### src/rtl/up_counter_ctrl.sv
// rtl/up_counter_ctrl.sv - run-controlled modulo up counter with terminal-count pulse
//
// Purpose:
//   Up counter with an IDLE/COUNT/DONE run-control FSM. It supports
//   start/stop, synchronous clear, parallel load (clamped to LIMIT) and a
//   modulo limit. The one_shot input selects between halting at LIMIT and
//   wrapping back to 0.
//
//   Optional macro UP_CNT_PRESCALE_EN: when defined, en cycles in COUNT are
//   divided by PRESCALE before they advance the count.
//
// Ports:
//   clk       in   clock, rising edge
//   rst       in   asynchronous active-low reset
//   start     in   (re)start counting from 0
//   stop      in   halt counting in COUNT, hold value
//   clr       in   synchronous clear to 0, return to IDLE
//   en        in   count enable
//   one_shot  in   1: halt at LIMIT; 0: wrap to 0
//   load      in   synchronous parallel load
//   load_val  in   load value, clamped to LIMIT
//   out       out  registered count
//   tc        out  one-cycle terminal-count pulse
//   busy      out  high in COUNT
//   done      out  high in DONE

module up_counter_ctrl #(
    parameter int WIDTH    = 4,
    parameter int LIMIT    = 15,
    parameter int PRESCALE = 4
) (
    input  logic             clk,
    input  logic             rst,
    input  logic             start,
    input  logic             stop,
    input  logic             clr,
    input  logic             en,
    input  logic             one_shot,
    input  logic             load,
    input  logic [WIDTH-1:0] load_val,
    output logic [WIDTH-1:0] out,
    output logic             tc,
    output logic             busy,
    output logic             done
);

    typedef enum logic [1:0] {
        S_IDLE  = 2'd0,
        S_COUNT = 2'd1,
        S_DONE  = 2'd2
    } state_t;

    localparam logic [WIDTH-1:0] LIMIT_W = WIDTH'(LIMIT);

    state_t           state_q, state_d;
    logic [WIDTH-1:0] cnt_q, cnt_d;
    logic             tc_q, tc_d;
    logic             busy_q, busy_d;
    logic             done_q, done_d;
    logic             tick;
    logic             pre_clr;
    logic             pre_adv;

`ifdef UP_CNT_PRESCALE_EN
    localparam int PW = (PRESCALE > 1) ? $clog2(PRESCALE) : 1;
    localparam logic [PW-1:0] PRE_LAST = PW'(PRESCALE - 1);

    logic [PW-1:0] pre_q, pre_d;

    assign tick = en && (pre_q == PRE_LAST);

    always_comb begin
        pre_d = pre_q;
        if (pre_clr) begin
            pre_d = '0;
        end else if (pre_adv) begin
            pre_d = tick ? '0 : pre_q + PW'(1);
        end
    end
`else
    // Without the prescaler every qualified en cycle is a tick; a PRESCALE
    // below 1 is not a legal configuration and simply never ticks.
    assign tick = en && (PRESCALE >= 1);
`endif

    always_comb begin
        state_d = state_q;
        cnt_d   = cnt_q;
        tc_d    = 1'b0;
        pre_clr = 1'b0;
        pre_adv = 1'b0;

        if (clr) begin
            cnt_d   = '0;
            state_d = S_IDLE;
            pre_clr = 1'b1;
        end else if (load) begin
            cnt_d   = (load_val > LIMIT_W) ? LIMIT_W : load_val;
            pre_clr = 1'b1;
            if (state_q == S_DONE) begin
                state_d = S_IDLE;
            end
        end else if (start) begin
            // Restart behaves the same from every state.
            cnt_d   = '0;
            state_d = S_COUNT;
            pre_clr = 1'b1;
        end else if (state_q == S_COUNT) begin
            if (stop) begin
                state_d = S_IDLE;
                pre_clr = 1'b1;
            end else if (en) begin
                pre_adv = 1'b1;
                if (tick) begin
                    if (cnt_q < LIMIT_W) begin
                        cnt_d = cnt_q + WIDTH'(1);
                    end else begin
                        tc_d = 1'b1;
                        if (one_shot) begin
                            state_d = S_DONE;
                        end else begin
                            cnt_d = '0;
                        end
                    end
                end
            end
        end

        busy_d = (state_d == S_COUNT);
        done_d = (state_d == S_DONE);
    end

    always_ff @(posedge clk or negedge rst) begin
        if (!rst) begin
            state_q <= S_IDLE;
            cnt_q   <= '0;
            tc_q    <= 1'b0;
            busy_q  <= 1'b0;
            done_q  <= 1'b0;
`ifdef UP_CNT_PRESCALE_EN
            pre_q   <= '0;
`endif
        end else begin
            state_q <= state_d;
            cnt_q   <= cnt_d;
            tc_q    <= tc_d;
            busy_q  <= busy_d;
            done_q  <= done_d;
`ifdef UP_CNT_PRESCALE_EN
            pre_q   <= pre_d;
`endif
        end
    end

    assign out  = cnt_q;
    assign tc   = tc_q;
    assign busy = busy_q;
    assign done = done_q;

endmodule

### config.mk
export PLATFORM = sky130hd
export DESIGN_NAME = up_counter_ctrl
export DESIGN_NICKNAME = d
export VERILOG_FILES = /design/src/rtl/up_counter_ctrl.sv
export SDC_FILE = /design/constraint.sdc
export NUM_CORES = 1
export LEC_CHECK = 0
export ABC_CLOCK_PERIOD_IN_PS = 3300
export CAP_MARGIN = 20
export CORE_AREA = 2 2 39 41
export CTS_CLUSTER_SIZE = 28
export DETAILED_ROUTE_END_ITERATION = 10
export DIE_AREA = 0 0 41 43
export GPL_TIMING_DRIVEN = 0
export PLACE_DENSITY = 0.69
export SYNTH_ARGS = -nofsm -noshare
export SYNTH_HDL_FRONTEND = slang
export SYNTH_SLANG_ARGS = --single-unit
### constraint.sdc
create_clock -name clk -period 3.3 [get_ports clk]
set_input_delay 0.825 -clock clk [delete_from_list [all_inputs] [get_ports clk]]
set_output_delay 0.825 -clock clk [all_outputs]
set_load 0.03 [all_outputs]
==> results.cfg, run 1 <==
[synth]
synthMostInstantiatedCell = dfrtp_1
synth_area_leaders = dfrtp_1 47%, o21ai_0 5.2%, nand2_1 4.7%, mux2i_1 4.2%, nand3_1 3.1%
synth_area_per_cell_um2 = 10.04
synth_commonest_cells = 9 x dfrtp_1, 6 x nand2_1, 5 x o21ai_0, 3 x nand3_1
synth-main-ff-cell = dfrtp_1
synth.distinct_cells = 24
synth_area_leader_cell = dfrtp_1
synth_edf_count = 0
synth.cell_area_um2 = 481.7
synth_nets = 61
synth-seq-cells = 9
synth_top_area_share = 0.4675
yosysWarnings = 0
async_flop_share = 1.000
ys_seq_area_frac = 0.4675
syn_inst = 48

[finish]
final_cells = 86
finalInstanceArea_um2 = 708.2
diodes = 0
fin_util = 0.5118
nFillCells = 133
area_growth_pct = 47.01
final_nets = 84
drive_gt1_frac = 0.1000

[sta]
rsz0062_at_grt = no
finalSetupTns_ns = 0
holdWs_ns = 0.5006
setup_ws_ns = 1.058
relSlewSlack = 0.7180
fin_crit_sh = 0.6794
period_needed_ns = 2.242
max_slew.worst_pin.slew_ns = 0.4217
hold_viol = 0
timing.clock.skew_ns = 0.002828
setup_viol = 0
max_freq_mhz = 446.0
report.final.slew_viol_count = 0

[pwr]
internal_power_mw = 0.1849
finalPower_mw = 0.2487
irDropWorstVdd_mv = 0.1216
switching_share = 0.2565
p_leak_nw = 0.2916
pwr-share-comb = 0.181
clkPwrFrac = 0.345
p_seq_frac = 0.474
powerDensity_nw_per_um2 = 351.1
power.switching_mw = 0.06378

[global_route]
grt_pass1_wl_mm = 1.662
globalRouteOverflowTotal = 0
grt_pass1_vias = 422
grtUsageTotal = 0.1403
antenna_found_initial = 0
grt_max_degree = 10

[setup_path]
critPathMaxStageDelay_ns = 0.71
path_buf_inv = 1
end_kind = output pin
crit_arrival_ns = 1.42
start_kind = register
r2r-start = out[0]$_DFFE_PN0P_
cp.required_ns = 2.47
cp_max_fo = 7
path_cells = clkdlybuf4s50_1
cpMaxStageDelayCell = clkdlybuf4s50_1
cp-startpoint = out[2]$_DFFE_PN0P_
cpLargestDelayFamily = buffers and inverters
critPathKind = reg2out

[floorplanning]
dieArea_um2 = 1763
initial_core_util = 0.3481
fp.dieH_um = 43
fp.coreArea_um2 = 1384
die_w_um = 41
row_count = 14
ios = 19

[place]
placed_cells = 82
gp_congestion = 0.7261
placed_cell_area_um2 = 681.9
portBuffers = 18
dp_slack_ns = 0.8946
detailed_place_hpwl_um = 819.9

[clock_tree]
cts_tree = built
insertion_delay_ns = 0.26
holdBufCountCts = 0
clock_path_buffers = 2
htree_levels = 1
cts_sinks = 9
cts_setup_buffers = 0
cts_root_buffer = clkbuf_4
cts_buffers = 3
clk_pin_slew_ns = 0.06
ctsResizeCount = 0

[min_path]
hold_path_class = reg2reg
hp-start = state_q[1]$_DFF_PN0_

[outcome]
status = complete, no violations

[drt]
antenna_left = 0
route.vias.total = 449
drt_pass1_iterations = 4
drc = 0
routedWlPerCell_um = 12.59
viasPerCell = 5.221
drt-initial-drc-count = 8
wirelength_mm = 1.083

[run]
cap_violations = 0
## registers in the layout (all words and copies together) (netlist names)
signal	flops
out	4
state_q	2
busy	1
done	1
tc	1
## layout make-up
cell class	count	area, um^2	share of cell area
clock buffers	4	26.28	0.03710
inverters	1	3.754	0.005300
multi-input cells	38	252.7	0.3569
flip-flops and latches	9	225.2	0.3180
well taps	16	20.02	0.02827
repair buffers	18	180.2	0.2544
## layer usage
metal  up-vias  wire, um  GRT usage
met2        20       501     0.2219
met5         -         0          0
li1        224         -          -
met1       205       496     0.1634
met3         0        84    0.01571
met4         0         0     0.1000
## cell usage in the layout (no fill, tap or decap), types with 2 or more instances in the layout
master and count:
nand3_1 3, clkdlybuf4s50_1 18, nor2b_1 2, o21ai_0 5, clkbuf_4 3, a21oi_1 2, nand2b_1 2, dfrtp_1 9
mux2i_1 2, nand2_1 6, a31oi_1 2
## power by group through the flow
| stage | Sequential (mW) | Combinational, mW | Clock (mW) |
|---|---|---|---|
| 6_report | 0.118 | 0.0451 | 0.0859 |
| 5_1_grt | 0.119 | 0.0488 | 0.0921 |
| 4_1_cts | 0.118 | 0.0455 | 0.0869 |
| 3_5_place_dp | 0.120 | 0.0452 | 0 |
| 3_3_place_gp | 0.120 | 0.0447 | 0 |
| 2_1_floorplan | 0.125 | 0.0133 | 0 |
## cells by family (layout without fill, tap and decap cells)
kind of cell | count (synthesis) | after routing | share of synthesized area
multiplexers | 2 | 2 | 0.04156
buffers and inverters | 1 | 23 | 0.007785
AO/OA/AOI/OAI | 13 | 13 | 0.1714
AND/OR/NAND/NOR | 22 | 22 | 0.2857
flip-flops | 9 | 9 | 0.4675
adder cells (fa/ha/maj) | 1 | 1 | 0.02597
## path summary, 6_finish.rpt
kind / end / slack [ns] / depth (start not counted)
worst max-delay path: out[2] / 1.06 / 1
worst min-delay path: tc$_DFF_PN0_ / 0.50 / 1
worst max register to register: out[3]$_DFFE_PN0P_ / 1.52 / 5
worst min register to register: tc$_DFF_PN0_ / 0.50 / 1
max in group asynchronous: state_q[1]$_DFF_PN0_ / 2.14 / 1
min in group asynchronous: out[3]$_DFFE_PN0P_ / 0.87 / 1
No activity file was read; power rests on OpenSTA's default activity.
==> run 2, diff against run 1 <==
Settings changed: ABC_CLOCK_PERIOD_IN_PS 3300 to 1810, CORE_AREA 2 2 39 41 to default, CORE_UTILIZATION from default to 36, DIE_AREA 0 0 41 43 to default, PLACE_DENSITY 0.69 to 0.71.
Clock period 3.3 ns to 1.81 ns, I/O delays scaled along.
==> run 2 against run 1 <==
Combinational power rose by 79%. Routed wire length up 3.2%. Sequential share of layout area decreased by 0.11 points. Setup slack lost 0.98 ns. Clock power is 97% higher. Sequential power is 81% higher. Critical endpoint is now tc. Largest power group unchanged.
==> results.cfg, run 2 (synthesis gave the netlist of run 1 again) <==
[place]
portBuffers = 18
gp_congestion = 0.7710
detailed_place_hpwl_um = 822.5
dp_slack_ns = -0.2034
placed_cells = 80

[setup_path]
start_kind = register
rrSetupSlack_ns = 0.09
cp_max_fo = 1
cpLargestDelayFamily = buffers and inverters
crit_arrival_ns = 1.28
critPathKind = reg2out
path_cells = clkdlybuf4s50_1
crit-reg2reg-capture = out[3]$_DFFE_PN0P_
end_kind = output pin
cp.required_ns = 1.36
path_buf_inv = 1
reg2reg_depth = 5
cpMaxStageDelayCell = clkdlybuf4s50_1
critPathMaxStageDelay_ns = 0.66
r2r-start = out[0]$_DFFE_PN0P_

[pwr]
clkPwrFrac = 0.364
internal_power_mw = 0.3317
p_leak_nw = 0.3101
p_seq_frac = 0.462
irDropWorstVdd_mv = 0.3936
powerDensity_nw_per_um2 = 652.8
pwr-share-comb = 0.174
power.switching_mw = 0.1323
finalPower_mw = 0.4639
switching_share = 0.2851

[drt]
drt-initial-drc-count = 5
antenna_left = 0
wirelength_mm = 1.118
viasPerCell = 5.560
drt_pass1_iterations = 3
route.vias.total = 467
routedWlPerCell_um = 13.31
drc = 0

[min_path]
hold_path_class = in2async

[floorplanning]
die_w_um = 38.58
fp.dieH_um = 38.58
initial_core_util = 0.4113
ios = 19
dieArea_um2 = 1488
fp.coreArea_um2 = 1171
row_count = 12

[sta]
max_slew.worst_pin.slew_ns = 0.4288
report.final.slew_viol_count = 0
hold_viol = 0
holdWs_ns = 0.4726
max_freq_mhz = 578.8
fin_crit_sh = 0.9545
setup_ws_ns = 0.08237
period_needed_ns = 1.728
finalSetupTns_ns = 0
setup_viol = 0
timing.clock.skew_ns = 0.006758
relSlewSlack = 0.7133

[clock_tree]
holdBufCountCts = 0
insertion_delay_ns = 0.28
cts_sinks = 9
clock_path_buffers = 2
cts_tree = built
clk_pin_slew_ns = 0.07
htree_levels = 1
cts_buffers = 3
cts_root_buffer = clkbuf_4
cts_setup_buffers = 0

[finish]
diodes = 0
final_nets = 84
nFillCells = 105
layout_commonest_cell = clkdlybuf4s50_1
largest_reg_flops = 4
multi_input_area_um2 = 261.5
final_cells = 84
final_cell_mix = 14 x clkdlybuf4s50_1, 9 x dfrtp_1, 6 x nand2_1
regArea_um2 = 225.2
drive_gt1_frac = 0.1143
area_growth_pct = 47.53

[global_route]
grt_pass1_wl_mm = 1.938
grt_pass1_vias = 456
grtUsageTotal = 0.2068
antenna_found_initial = 0
grt_max_degree = 10
globalRouteOverflowTotal = 0

[run]
cap_violations = 0

[outcome]
status = complete, no violations
-- run 2: final cells by class --
cell class	count	area share
inverters	1	0.005282
flip-flops and latches	9	0.3169
clock inverters	1	0.007042
well taps	14	0.02465
clock buffers	3	0.03169
multi-input cells	38	0.3680
repair buffers	18	0.2465
-- run 2: timing repair --
action | CTS | global route
pin swaps | 0 | 1
gates resized for setup | 4 | 1
setup endpoints to repair | 4 | 1
-- run 2: worst max path at each step --
stage | start | to | slack (ns) | cells after the start
after CTS | out[0]$_DFFE_PN0P_ | out[3]$_DFFE_PN0P_ | 0.05 | 5
after global placement | clr | out[3]$_DFFE_PN0P_ | -0.19 | 4
after global routing | out[0]$_DFFE_PN0P_ | out[3]$_DFFE_PN0P_ | -0.02 | 5
after detailed placement | clr | out[3]$_DFFE_PN0P_ | -0.20 | 4
after floorplan | out[0]$_DFFE_PN0P_ | out[3]$_DFFE_PN0P_ | 0.04 | 5
final | tc$_DFF_PN0_ | tc | 0.08 | 1
-- run 2: power by group through the flow --
stage | sequential [mW] | clock, mW | combinational (mW)
floorplan | 0.229 | 0 | 0.0242
global placement | 0.218 | 0 | 0.0810
detailed placement | 0.219 | 0 | 0.0825
CTS | 0.215 | 0.172 | 0.0800
global route | 0.216 | 0.186 | 0.0887
finish | 0.214 | 0.169 | 0.0806
-- run 2: per-layer routing --
metal	up-vias	track usage	part of all wire	routed length (um)
li1	226	-	-	-
met1	222	0.2601	0.47	520
met2	15	0.2958	0.47	526
met3	4	0.05780	0.042	47
met4	0	0.1552	0.021	23
met5	-	0	0	0
-- run 2: worst register-to-register path, delay by kind of cell, from the launching register on --
| family | cells | cell delay (ns) |
|---|---|---|
| and+or+nand+nor | 4 | 0.95 |
| adders and majority gates | 1 | 0.28 |
| DFF | 1 | 0.43 |
-- run 2: metrics by stage --
step | instance area [um^2] | utilization
after floorplan | 481.7 | -
after global placement | 679.4 | 0.5801
after detailed placement | 679.4 | 0.5801
after CTS | 701.9 | 0.5994
after global routing | 710.7 | 0.6068
final | 710.7 | 0.6068
==> run 3, diff against run 2 <==
Settings changed: CORE_AREA from default to 2 2 39 41, CORE_UTILIZATION 36 to default, DIE_AREA from default to 0 0 41 43, DONT_BUFFER_PORTS from default to 1, PLACE_DENSITY 0.71 to default.
==> run 3 against run 2 <==
Combinational power down 54%. Total power is 8.5% lower. Core utilization shrank 18 points. Maximum frequency is 0.19% lower. Die area increased by 18%. Critical path depth grew 4. First-iteration DRC count shrank 100%. Critical endpoint is now out[3]$_DFFE_PN0P_.
==> results.cfg, run 3 (synthesis gave the netlist of run 1 again) <==
[finish]
layout_commonest_cell = dfrtp_1
largest_reg_flops = 4
diodes = 0
area_growth_pct = 21.30
final_cells = 72
final_cell_mix = 7 x dfrtp_1, 6 x nand2_1, 5 x o21ai_0
final_nets = 70
drive_gt1_frac = 0.2321
fin_util = 0.4222

[global_route]
grt_max_degree = 10
antenna_found_initial = 0
grt_pass1_vias = 421
globalRouteOverflowTotal = 0
grt_pass1_wl_mm = 1.828
grtUsageTotal = 0.1584

[sta]
period_needed_ns = 1.731
max_slew.worst_pin.slew_ns = 0.4435
hold_viol = 0
setup_ws_ns = 0.07909
max_freq_mhz = 577.7
relSlewSlack = 0.7043
finalSetupTns_ns = 0
timing.clock.skew_ns = 0.001152
report.final.slew_viol_count = 0
setup_viol = 0
fin_crit_sh = 0.9563

[min_path]
hold_path_class = in2reg
hold_depth = 1

[clock_tree]
htree_levels = 1
insertion_delay_ns = 0.27
cts_root_buffer = clkbuf_4
cts_tree = built
cts_buffers = 3
clk_pin_slew_ns = 0.06
clock_path_buffers = 2
cts_sinks = 9

[setup_path]
cpLargestDelayFamily = simple AND/OR/NAND/NOR gates
path_depth = 5
critPathKind = reg2reg
cp.required_ns = 2.01
end_kind = register
path_buf_inv = 0
critPathMaxStageDelay_ns = 0.51
crit_arrival_ns = 1.93
reg2reg_depth = 5
path_cells = ha_4, nand4_1, nand4b_4, or4_1, nand3_1
cpMaxStageDelayCell = dfrtp_2
cp_max_fo = 6
start_kind = register

[pwr]
clkPwrFrac = 0.375
irDropWorstVdd_mv = 0.2065
powerDensity_nw_per_um2 = 726.4
finalPower_mw = 0.4244
internal_power_mw = 0.3117
switching_share = 0.2656
pwr-share-comb = 0.087
power.switching_mw = 0.1127
p_leak_nw = 0.2368
p_seq_frac = 0.538

[place]
detailed_place_hpwl_um = 816.8
gp_congestion = 0.7372
dp_slack_ns = -0.1010
portBuffers = 0
placed_cells = 64

[drt]
wirelength_mm = 1.117
drt_pass1_iterations = 1
antenna_left = 0
routedWlPerCell_um = 15.51
drt-initial-drc-count = 0
viasPerCell = 5.750
drc = 0
route.vias.total = 414

[floorplanning]
dieArea_um2 = 1763
fp.dieH_um = 43
initial_core_util = 0.3481
row_count = 14
ios = 19
die_w_um = 41
fp.coreArea_um2 = 1384

[outcome]
status = complete, no violations

[run]
cap_violations = 0
[run 3: layer usage]
metal	up-vias	global-route usage	share of wire
li1	199	-	-
met1	198	0.1928	0.41
met2	15	0.2313	0.51
met3	2	0.03141	0.066
met4	0	0.1200	0.015
met5	-	0	0
[run 3: worst paths after layout]
check | from | end | slack [ns]
worst max-delay path | out[0]$_DFFE_PN0P_ | out[3]$_DFFE_PN0P_ | 0.08
worst min-delay path | clr | state_q[0]$_DFF_PN0_ | 0.28
worst max register to register | out[0]$_DFFE_PN0P_ | out[3]$_DFFE_PN0P_ | 0.08
worst min register to register | state_q[1]$_DFF_PN0_ | tc$_DFF_PN0_ | 0.52
max in group asynchronous | rst | out[1]$_DFFE_PN0P_ | 0.96
min in group asynchronous | rst | out[3]$_DFFE_PN0P_ | 0.55
[run 3: cell type report]
| class | count | area [um^2] |
|---|---|---|
| fill | 141 | 799.5 |
| multi-input combinational | 38 | 274.0 |
| sequential | 9 | 227.7 |
| timing repair buffer | 4 | 32.53 |
| clock buffer | 4 | 26.28 |
| tap | 16 | 20.02 |
| inverter | 1 | 3.754 |
[run 3: what timing repair did]
action | in CTS | in global routing
hold buffers | 1 | 0
gates resized for setup | 4 | 1
hold endpoints to repair | 9 | 0
pin swaps | 1 | 3
setup endpoints to repair | 1 | 2
setup buffers | 1 | 2
[run 3: per-stage QoR]
step | cell area, um^2 | hold WS (ns)
final | 584.3 | 0.2833
after global routing | 584.3 | 0.2740
after CTS | 559.3 | 0.2814
after detailed placement | 501.7 | 0.1572
after global placement | 501.7 | 0.1571
after floorplan | 481.7 | 0.1569
[run 3: power groups by stage]
stage / clock, mW / sequential [mW] / combinational [mW]
after floorplan: 0 / 0.229 / 0.0242
final: 0.159 / 0.228 / 0.0370
after global routing: 0.178 / 0.230 / 0.0419
after detailed placement: 0 / 0.231 / 0.0287
after global placement: 0 / 0.230 / 0.0281
after CTS: 0.162 / 0.227 / 0.0356
